**config.mk**
```make
export PLATFORM = sky130hd
export DESIGN_NAME = cellrv32_cpu_cp_fpu32_i2f
export DESIGN_NICKNAME = d
export VERILOG_FILES = /design/src/rtl/cellrv32_cpu_cp_fpu32_i2f_pkg.sv /design/src/rtl/cellrv32_cpu_cp_fpu32_i2f.sv
export SDC_FILE = /design/constraint.sdc
export NUM_CORES = 1
export LEC_CHECK = 0
export CORE_MARGIN = 2
export CORE_UTILIZATION = 35
export DETAILED_ROUTE_END_ITERATION = 7
export GPL_ROUTABILITY_DRIVEN = 0
export HOLD_SLACK_MARGIN = 0.02
export PLACE_DENSITY = 0.62
export SETUP_SLACK_MARGIN = 0.02
export SLEW_MARGIN = 25
export SYNTH_ARGS = -nofsm -noshare
export SYNTH_HDL_FRONTEND = slang
export SYNTH_SLANG_ARGS = --single-unit
```
**constraint.sdc**
```tcl
create_clock -name clk_i -period 3.06 [get_ports clk_i]
set_clock_uncertainty 0.2 [all_clocks]
set_input_delay 0.765 -clock clk_i [delete_from_list [all_inputs] [get_ports clk_i]]
set_output_delay 0.765 -clock clk_i [all_outputs]
set_load 0.01 [all_outputs]
```
**src/rtl/cellrv32_cpu_cp_fpu32_i2f_pkg.sv**
```systemverilog
// Shared FPU co-processor definitions: exception flag indices and rounding modes.
package cellrv32_cpu_cp_fpu32_i2f_pkg;

    // Exception flag bit positions within the 5-bit fflags vector
    localparam int fp_exc_nv_c = 0; // invalid operation
    localparam int fp_exc_dz_c = 1; // divide by zero
    localparam int fp_exc_of_c = 2; // overflow
    localparam int fp_exc_uf_c = 3; // underflow
    localparam int fp_exc_nx_c = 4; // inexact

    // RISC-V rounding mode encodings (frm / instruction rm field)
    localparam logic [2:0] rm_rne_c = 3'b000; // round to nearest, ties to even
    localparam logic [2:0] rm_rtz_c = 3'b001; // round towards zero
    localparam logic [2:0] rm_rdn_c = 3'b010; // round down (towards -inf)
    localparam logic [2:0] rm_rup_c = 3'b011; // round up (towards +inf)
    localparam logic [2:0] rm_rmm_c = 3'b100; // round to nearest, ties to max magnitude

endpackage

```
**src/rtl/cellrv32_cpu_cp_fpu32_i2f.sv**
```systemverilog
// Iterative integer-to-single-precision converter (FCVT.S.W / FCVT.S.WU).
// Normalises the magnitude one bit per cycle, then rounds with a single adder.
module cellrv32_cpu_cp_fpu32_i2f
    import cellrv32_cpu_cp_fpu32_i2f_pkg::*;
#(
    parameter int XLEN = 32
) (
    input  logic            clk_i,
    input  logic            rstn_i,
    input  logic            start_i,
    input  logic [2:0]      rmode_i,
    input  logic            funct_i,
    input  logic [XLEN-1:0] int_i,
    output logic [31:0]     result_o,
    output logic [4:0]      flags_o,
    output logic            done_o
);

    typedef enum logic [2:0] {
        S_IDLE,
        S_PREPARE,
        S_NORMALIZE,
        S_ROUND,
        S_FINALIZE
    } state_t;

    typedef struct packed {
        logic [31:0] opnd;    // latched integer operand
        logic        funct;   // 1 = unsigned source
        logic [2:0]  rm;      // latched rounding mode
        logic        sign;
        logic        zero;    // operand was integer zero
        logic [31:0] mag;     // magnitude, shifted left until bit 31 is set
        logic [7:0]  exp;     // biased exponent, tracks the normalisation shift
        logic        sticky;
        logic        inexact;
        logic [22:0] mant;    // rounded mantissa (hidden bit dropped)
    } ctrl_t;

    state_t state;
    ctrl_t  ctrl;

    logic        rnd_guard, rnd_round, rnd_sticky, rnd_inexact, rnd_inc;
    logic [30:0] rnd_sum;

    // Rounding decision and {exp, mant} increment on the normalised magnitude
    always_comb begin
        rnd_guard   = ctrl.mag[7];
        rnd_round   = ctrl.mag[6];
        rnd_sticky  = |ctrl.mag[5:0];
        rnd_inexact = rnd_guard | rnd_round | rnd_sticky;
        rnd_inc     = 1'b0;
        unique case (ctrl.rm)
            rm_rne_c: rnd_inc = rnd_guard & (rnd_round | rnd_sticky | ctrl.mag[8]);
            rm_rdn_c: rnd_inc = ctrl.sign & rnd_inexact;
            rm_rup_c: rnd_inc = ~ctrl.sign & rnd_inexact;
            rm_rmm_c: rnd_inc = rnd_guard;
            default:  rnd_inc = 1'b0; // RTZ and reserved codes truncate
        endcase
        // A mantissa carry ripples into the exponent; max exp is 159 so no overflow
        rnd_sum = {ctrl.exp, ctrl.mag[30:8]} + {30'd0, rnd_inc};
    end

    // Conversion FSM with registered result, flags and done strobe
    always_ff @(posedge clk_i or negedge rstn_i) begin
        if (!rstn_i) begin
            state    <= S_IDLE;
            ctrl     <= '0;
            result_o <= '0;
            flags_o  <= '0;
            done_o   <= 1'b0;
        end else begin
            done_o <= 1'b0;
            unique case (state)
                S_IDLE: begin
                    if (start_i) begin
                        ctrl.opnd  <= int_i[31:0];
                        ctrl.funct <= funct_i;
                        ctrl.rm    <= rmode_i;
                        state      <= S_PREPARE;
                    end
                end
                S_PREPARE: begin
                    ctrl.sign    <= ~ctrl.funct & ctrl.opnd[31];
                    // Two's complement of 0x80000000 is itself, which is the right magnitude
                    ctrl.mag     <= (~ctrl.funct & ctrl.opnd[31]) ? (32'd0 - ctrl.opnd)
                                                                  : ctrl.opnd;
                    ctrl.exp     <= 8'd158;
                    ctrl.sticky  <= 1'b0;
                    ctrl.inexact <= 1'b0;
                    ctrl.zero    <= (ctrl.opnd == 32'd0);
                    state        <= (ctrl.opnd == 32'd0) ? S_FINALIZE : S_NORMALIZE;
                end
                S_NORMALIZE: begin
                    if (ctrl.mag[31]) begin
                        state <= S_ROUND;
                    end else begin
                        ctrl.mag <= {ctrl.mag[30:0], 1'b0};
                        ctrl.exp <= ctrl.exp - 8'd1;
                    end
                end
                S_ROUND: begin
                    ctrl.sticky  <= rnd_sticky;
                    ctrl.inexact <= rnd_inexact;
                    ctrl.exp     <= rnd_sum[30:23];
                    ctrl.mant    <= rnd_sum[22:0];
                    state        <= S_FINALIZE;
                end
                S_FINALIZE: begin
                    // Integer zero always converts to +0 and is exact
                    result_o <= ctrl.zero ? 32'd0 : {ctrl.sign, ctrl.exp, ctrl.mant};
                    flags_o  <= '0;
                    flags_o[fp_exc_nx_c] <= ctrl.inexact & ~ctrl.zero;
                    done_o   <= 1'b1;
                    state    <= S_IDLE;
                end
                default: state <= S_IDLE;
            endcase
        end
    end

endmodule

```
# [Word-level counts from Yosys, hierarchy flattened]
# Cells that the tools add are included.
[totals] rom_bits=0 word_cells=62 ff_bits=139 out_inout_bits=38 inputBits=39 ram_bits=0 mem_count=0 latchBits=0
[op_classes] n_addsub=3 n_reduce_logical=11 shift=0 n_mul=0 n_lt_le_gt_ge=0 n_eq_ne=10 bitwise_logic=12 div=0 n_mux=12
[ops] cell="two-way mux 32 bit" count=2
[ops] cell="one-hot mux 32 bit (2 select lines)" count=1
[ops] cell="two-way mux 40 bit" count=1
[ops] cell="logical NOT 32 bit" count=1
[ops] cell="subtractor 1 x 32 -> 32 bit (first input constant)" count=1
[ops] cell="adder 31 x 1 -> 31 bit" count=1
[ops] cell="one-hot mux 8 bit (3 select lines)" count=1
[ops] cell="equality test 3 x 2 -> 1 bit (second input constant)" count=4
[ops] cell="one-hot mux 3 bit (4 select lines)" count=1
[ops] cell="two-way mux 3 bit" count=3
[ops] cell="AND reduction 2 bit" count=4
[ops] cell="subtractor 8 x 1 -> 8 bit (second input constant)" count=1
[ops] cell="equality test 3 bit (second input constant)" count=2
[ops] cell="logical NOT 3 bit" count=2
[ops] cell="!= test 2 bit (second input constant)" count=3
[ops] cell="OR reduction 6 bit" count=1
[ops] cell="bitwise AND 1 bit" count=5
[ops] cell="bitwise OR 1 bit" count=4
[ops] cell="one-hot mux 1 bit (4 select lines)" count=1
[ops] cell="nonzero test 2 bit" count=2
[ops] cell="equality test 3 x 1 -> 1 bit (second input constant)" count=1
[ops] cell="NOT 1 bit" count=3
[ops] cell="nonzero test 3 bit" count=1
[ops] cell="one-hot mux 1 bit (2 select lines)" count=1
[ops] cell="two-way mux 1 bit" count=1

# [Logic depth before layout (Yosys ltp)]
[depth] ltp_word=7 mapped_depth=12 ltp_nobuf=12

# [Least setup slack after synthesis]
# OpenSTA, ideal clock, no wires.
[synth_path] path_kind="register -> register" startpoint="register ctrl[35] (netlist name)" endpoint="register ctrl[26] (netlist name)" n_path_buf=0 slack_ps=364 path_stages_with_launch=13 period_less_slack_ps=2696 t_arrival_ps=2376 setup_ps=120 required_time_ps=2740 path_cell_list="dfrtp_1 > or4_1 > nor3_1 > nor3b_1 > a2bb2oi_1 > o21ai_0 > ha_1 > ha_1 > nand2_1 > nor4_4 > a41oi_1 > o21ai_0 > o211a_1"
[synth_via] elab_chain_cells=7 word_cells_on_any_way=10 cone_classes="add/sub (1); mux (2); bitwise (6); reduce/logical (1)"
[synth_rtl] element="start: declaration" line="cellrv32_cpu_cp_fpu32_i2f.sv:41" rtl="ctrl_t ctrl;"
[synth_rtl] element="OR reduction 6 bit *" line="cellrv32_cpu_cp_fpu32_i2f.sv:50" rtl="rnd_sticky = |ctrl.mag[5:0];"
[synth_rtl] element="bitwise OR 1 bit (2 in series)" line="cellrv32_cpu_cp_fpu32_i2f.sv:54" rtl="rm_rne_c: rnd_inc = rnd_guard & (rnd_round | rnd_sticky | ctrl.mag[8]);"
[synth_rtl] element="bitwise AND 1 bit" line="cellrv32_cpu_cp_fpu32_i2f.sv:54"
[synth_rtl] element="one-hot mux 1 bit (4 select lines) *" line="cellrv32_cpu_cp_fpu32_i2f.sv:53" rtl="unique case (ctrl.rm)"
[synth_rtl] element="adder 31 x 1 -> 31 bit *" line="cellrv32_cpu_cp_fpu32_i2f.sv:61" rtl="rnd_sum = {ctrl.exp, ctrl.mag[30:8]} + {30'd0, rnd_inc};"
[synth_rtl] element="one-hot mux 8 bit (3 select lines) *" line="cellrv32_cpu_cp_fpu32_i2f.sv:74" rtl="unique case (state)"
# Every way passes the cells marked *; elsewhere a longest branch is shown, timed or not.
# A chain may end at the register's enable or synchronous reset.

# [Worst setup path in the final report]
# Ends and elaborated chain as after synthesis.

==> load_flow_metrics.sql <==
INSERT INTO impl_metrics (metric_group, metric, value, unit) VALUES
('run_status', 'outcome', 'finished, final reports clean', ''),
('setup_path', 'worstSetupPathType', 'register to register', ''),
('synthesis', 'combinational_family_with_the_most_area_after_synthesis', 'simple AND/OR/NAND/NOR gates', ''),
('clocking', 'tritoncts', 'built', ''),
('synthesis', 'ys_warn_count', '0', ''),
('timing', 'setup-tns-final', '0', 'ps'),
('synthesis', 'synth_compound_area_share', '15.5', '%'),
('synthesis', 'synth_cell_type_count', '72', ''),
('timing', 'setup_viol_count_final', '0', ''),
('floorplan', 'die_height', '147', 'um'),
('timing', 'grt_setup_unrepaired', 'yes', ''),
('synthesis', 'ys_seq_area_share', '48.7', '%'),
('floorplan', 'die_area', '21600', 'um^2'),
('setup_path', 'worstPathRequired', '3170', 'ps'),
('clocking', 'clock_tree.root_cell', 'sky130_fd_sc_hd__clkbuf_16', ''),
('place', 'placement.cell_area', '8130', 'um^2'),
('pwr', 'largest_voltage_drop_on_the_vdd_net', '0.524', 'mV'),
('synthesis', 'ys_seq_elements', '139', ''),
('routing', 'first_pass_iteration_count_of_the_detailed_router', '5', ''),
('finish', 'layout_commonest_cell', 'sky130_fd_sc_hd__dfrtp_1', ''),
('finish', 'antenna-diode-count', '0', ''),
('global_routing', 'total_routing_resource_utilization_after_global_routing', '15.3', '%'),
('worst_hold_path', 'hold_crit_path_type', 'primary input to asynchronous set/reset pin', ''),
('floorplan', 'effective_utilization_at_floorplan', '35.4', '%'),
('global_routing', 'first_pass_grt_wire_length', '26800', 'um'),
('clocking', 'cts.clk_slew.worst_paths', '60', 'ps'),
('floorplan', 'floorplan.core_area', '20200', 'um^2'),
('global_routing', 'gr-total-overflow', '0', ''),
('global_routing', 'first_global_vias', '5089', ''),
('routing', 'post_drt_wl_per_cell', '14.8', 'um'),
('synthesis', 'synth.cell_area', '7150', 'um^2'),
('synthesis', 'synth_cells', '709', ''),
('finish', 'area_growth', '22.9', '%'),
('timing', 'finalMaxSlewViolations', '0', ''),
('synthesis', 'synth.area.mux_share', '5.48', '%'),
('timing', 'timing.final.hold_violations', '0', ''),
('synthesis', 'synth-main-ff-cell', 'sky130_fd_sc_hd__dfrtp_1', ''),
('place', 'place_hpwl', '11000', 'um'),
('timing', 'tightest_slew', '888', 'ps'),
('floorplan', 'floorplan.io_pins', '77', ''),
('routing', 'routed-via-count', '5330', ''),
('clocking', 'clock_insertion_delay_worst_skew', '420', 'ps'),
('place', 'port_buffers', '72', ''),
('synthesis', 'synth_area_in_xor_xnor', '5.39', '%'),
('synthesis', 'synthesis.area_per_instance', '10.1', 'um^2'),
('clocking', 'clock_path_buffers', '2', ''),
('finish', 'fin_nets', '811', ''),
('synthesis', 'synth-adder-area-share', '0.875', '%'),
('clocking', 'cts.sinks', '139', ''),
('synthesis', 'async_flop_share', '100', '%'),
('finish', 'leading_cell_types_in_the_layout_fill_and_taps_excluded', 'sky130_fd_sc_hd__dfrtp_1 (139), sky130_fd_sc_hd__nand2_1 (100), sky130_fd_sc_hd__o21ai_0 (74), sky130_fd_sc_hd__clkdlybuf4s50_1 (71)', ''),
('timing', 'maxClockFrequency', '0.347', 'GHz'),
('synthesis', 'synth_simple_gate_area_share', '20.6', '%'),
('finish', 'num-fill-cells', '1944', ''),
('finish', 'post-route-cell-area', '8780', 'um^2'),
('finish', 'post_route_cells_drive_above_1_share', '13.8', '%'),
('job', 'cap_violations', '0', ''),
('clocking', 'cts_buffers', '17', ''),
('routing', 'detailedRoute.firstIterationViolations', '359', ''),
('setup_path', 'critPathLaunchType', 'register', ''),
('routing', 'drc', '0', ''),
('pwr', 'power.density', '1030', 'nW/um^2'),
('setup_path', 'worstPathMaxFanout', '5', ''),
('global_routing', 'grt_antenna_before_repair', '0', ''),
('pwr', 'leakage', '0.00357', 'uW'),
('timing', 'finalCriticalPeriod', '2880', 'ps'),
('floorplan', 'fp-row-count', '52', ''),
('setup_path', 'crit_arrival', '2990', 'ps'),
('floorplan', 'dieWidth', '147', 'um'),
('timing', 'hold-worst-slack', '40.6', 'ps'),
('routing', 'drt-vias-per-instance', '5.08', ''),
('routing', 'drt_wl_total', '15500', 'um'),
('clocking', 'cts_max_level', '4', ''),
('timing', 'min_period_over_period', '94.1', '%'),
('timing', 'timing.slew.headroom', '40.8', '%'),
('setup_path', 'worstSetupEndpointType', 'register', ''),
('routing', 'route.antenna.remaining_nets', '0', ''),
('global_routing', 'largest_net_degree_at_the_start_of_global_routing', '68', ''),
('synthesis', 'synth-edff-count', '0', '');
-- per-layer routing --
| layer | global-route usage, % | wire, um | up-vias |
|---|---|---|---|
| li1 | - | - | 2645 |
| met1 | 23.2 | 7910 | 2521 |
| met2 | 22.0 | 6580 | 148 |
| met3 | 2.61 | 774 | 16 |
| met4 | 5.34 | 242 | 0 |
| met5 | 0 | 0 | - |
-- repair_timing --
item / in CTS / in global routing
hold buffers: 0 / 0
buffers inserted: 0 / 1
resized for setup: 0 / 4
endpoints found under the setup margin: 0 / 22
-- power by group --
part	internal, uW	total [uW]	switching (uW)
clock	1360	2180	816
combinational	1600	3230	1630
sequential	2660	3650	984
total	5620	9050	3430
-- cell usage after synthesis, types with 3 or more instances --
cell type,number,share of area [%]
sky130_fd_sc_hd__nor3b_1,3,0.32
sky130_fd_sc_hd__a22oi_1,26,2.7
sky130_fd_sc_hd__or3_1,5,0.44
sky130_fd_sc_hd__nor4_2,3,0.53
sky130_fd_sc_hd__nand4_1,9,0.79
sky130_fd_sc_hd__xnor2_1,18,2.2
sky130_fd_sc_hd__nand4_2,3,0.53
sky130_fd_sc_hd__dfrtp_1,139,49
sky130_fd_sc_hd__buf_1,3,0.16
sky130_fd_sc_hd__nand3b_1,3,0.32
sky130_fd_sc_hd__a222oi_1,4,0.56
sky130_fd_sc_hd__and3_1,5,0.44
sky130_fd_sc_hd__o31ai_1,13,1.4
sky130_fd_sc_hd__nor4_1,3,0.26
sky130_fd_sc_hd__buf_4,5,0.53
sky130_fd_sc_hd__ha_1,5,0.88
sky130_fd_sc_hd__nor2_1,30,1.6
sky130_fd_sc_hd__nand2_1,102,5.4
sky130_fd_sc_hd__nor4_4,5,1.5
sky130_fd_sc_hd__a21oi_1,10,0.70
sky130_fd_sc_hd__o21ai_1,10,0.70
sky130_fd_sc_hd__nand2b_1,33,2.9
sky130_fd_sc_hd__clkbuf_1,27,1.4
sky130_fd_sc_hd__mux2_2,33,5.2
sky130_fd_sc_hd__a31oi_1,3,0.26
sky130_fd_sc_hd__a21o_1,3,0.32
sky130_fd_sc_hd__inv_1,10,0.53
sky130_fd_sc_hd__buf_2,12,0.84
sky130_fd_sc_hd__xor2_1,26,3.2
sky130_fd_sc_hd__a311o_1,3,0.42
sky130_fd_sc_hd__nand3_1,15,1.1
sky130_fd_sc_hd__o41ai_2,3,0.68
sky130_fd_sc_hd__nor3_1,15,1.1
sky130_fd_sc_hd__o21ai_0,74,5.2
-- flip-flops by register name, indices dropped and copies added, names as in the netlist --
signal and cells:
ctrl 102, result_o 32, state 3, done_o 1, flags_o 1
-- critical path, stage by stage (launching register included) --
cell	delay, ps
sky130_fd_sc_hd__dfrtp_1	390
sky130_fd_sc_hd__or4_4	550
sky130_fd_sc_hd__nor4_1	280
sky130_fd_sc_hd__a2bb2oi_1	170
sky130_fd_sc_hd__o21ai_0	90
sky130_fd_sc_hd__ha_1	200
sky130_fd_sc_hd__ha_1	230
sky130_fd_sc_hd__nand2_2	120
sky130_fd_sc_hd__nor4_4	80
sky130_fd_sc_hd__a41oi_1	240
sky130_fd_sc_hd__o21ai_0	110
sky130_fd_sc_hd__o211a_1	110
-- stage by stage --
step	utilization, %	total power, uW	setup slack (ps)	cells
2_1_floorplan	-	5700	364	712
3_3_place_gp	40.3	6830	210	1017
3_5_place_dp	40.3	6910	89.9	1017
4_1_cts	43.4	9100	96.5	1049
5_1_grt	43.5	9750	6.27	1050
6_report	43.5	9050	180	1050
-- kinds of logic (layout without fill, tap and decap cells) --
| kind of cell | Yosys count | count (layout) |
|---|---|---|
| and+or+nand+nor | 258 | 258 |
| other | 1 | 4 |
| AOI/OAI and AO/OA | 170 | 170 |
| DFF | 139 | 139 |
| buffers and inverters | 57 | 125 |
| muxes | 35 | 35 |
| adders and majority gates | 5 | 5 |
| xor gates and xnor gates | 44 | 44 |
-- area by class of cell --
cell class	instances	area [um^2]	area share, %
flip-flops and latches	139	3480	39.6
multi-input cells	516	3460	39.4
repair buffers	83	842	9.59
clock buffers	17	425	4.84
well taps	270	338	3.85
clock inverters	15	198	2.25
inverters	10	37.5	0.427
-- path summary, 6_finish.rpt --
kind,startpoint,end,slack (ps),depth (start not counted)
worst max-delay path,ctrl[35]$_DFFE_PN0P_,ctrl[26]$_DFFE_PN0P_,180,11
worst min-delay path,rstn_i,ctrl[74]$_DFFE_PN0P_,40,1
worst max register to register,ctrl[35]$_DFFE_PN0P_,ctrl[26]$_DFFE_PN0P_,180,11
worst min register to register,result_o[21]$_DFFE_PN0P_,result_o[21]$_DFFE_PN0P_,270,2
max in group asynchronous,rstn_i,ctrl[13]$_DFFE_PN0P_,2000,2
min in group clk_i,result_o[21]$_DFFE_PN0P_,result_o[21]$_DFFE_PN0P_,270,2
Note: power is estimated with default switching activity, not from simulation.
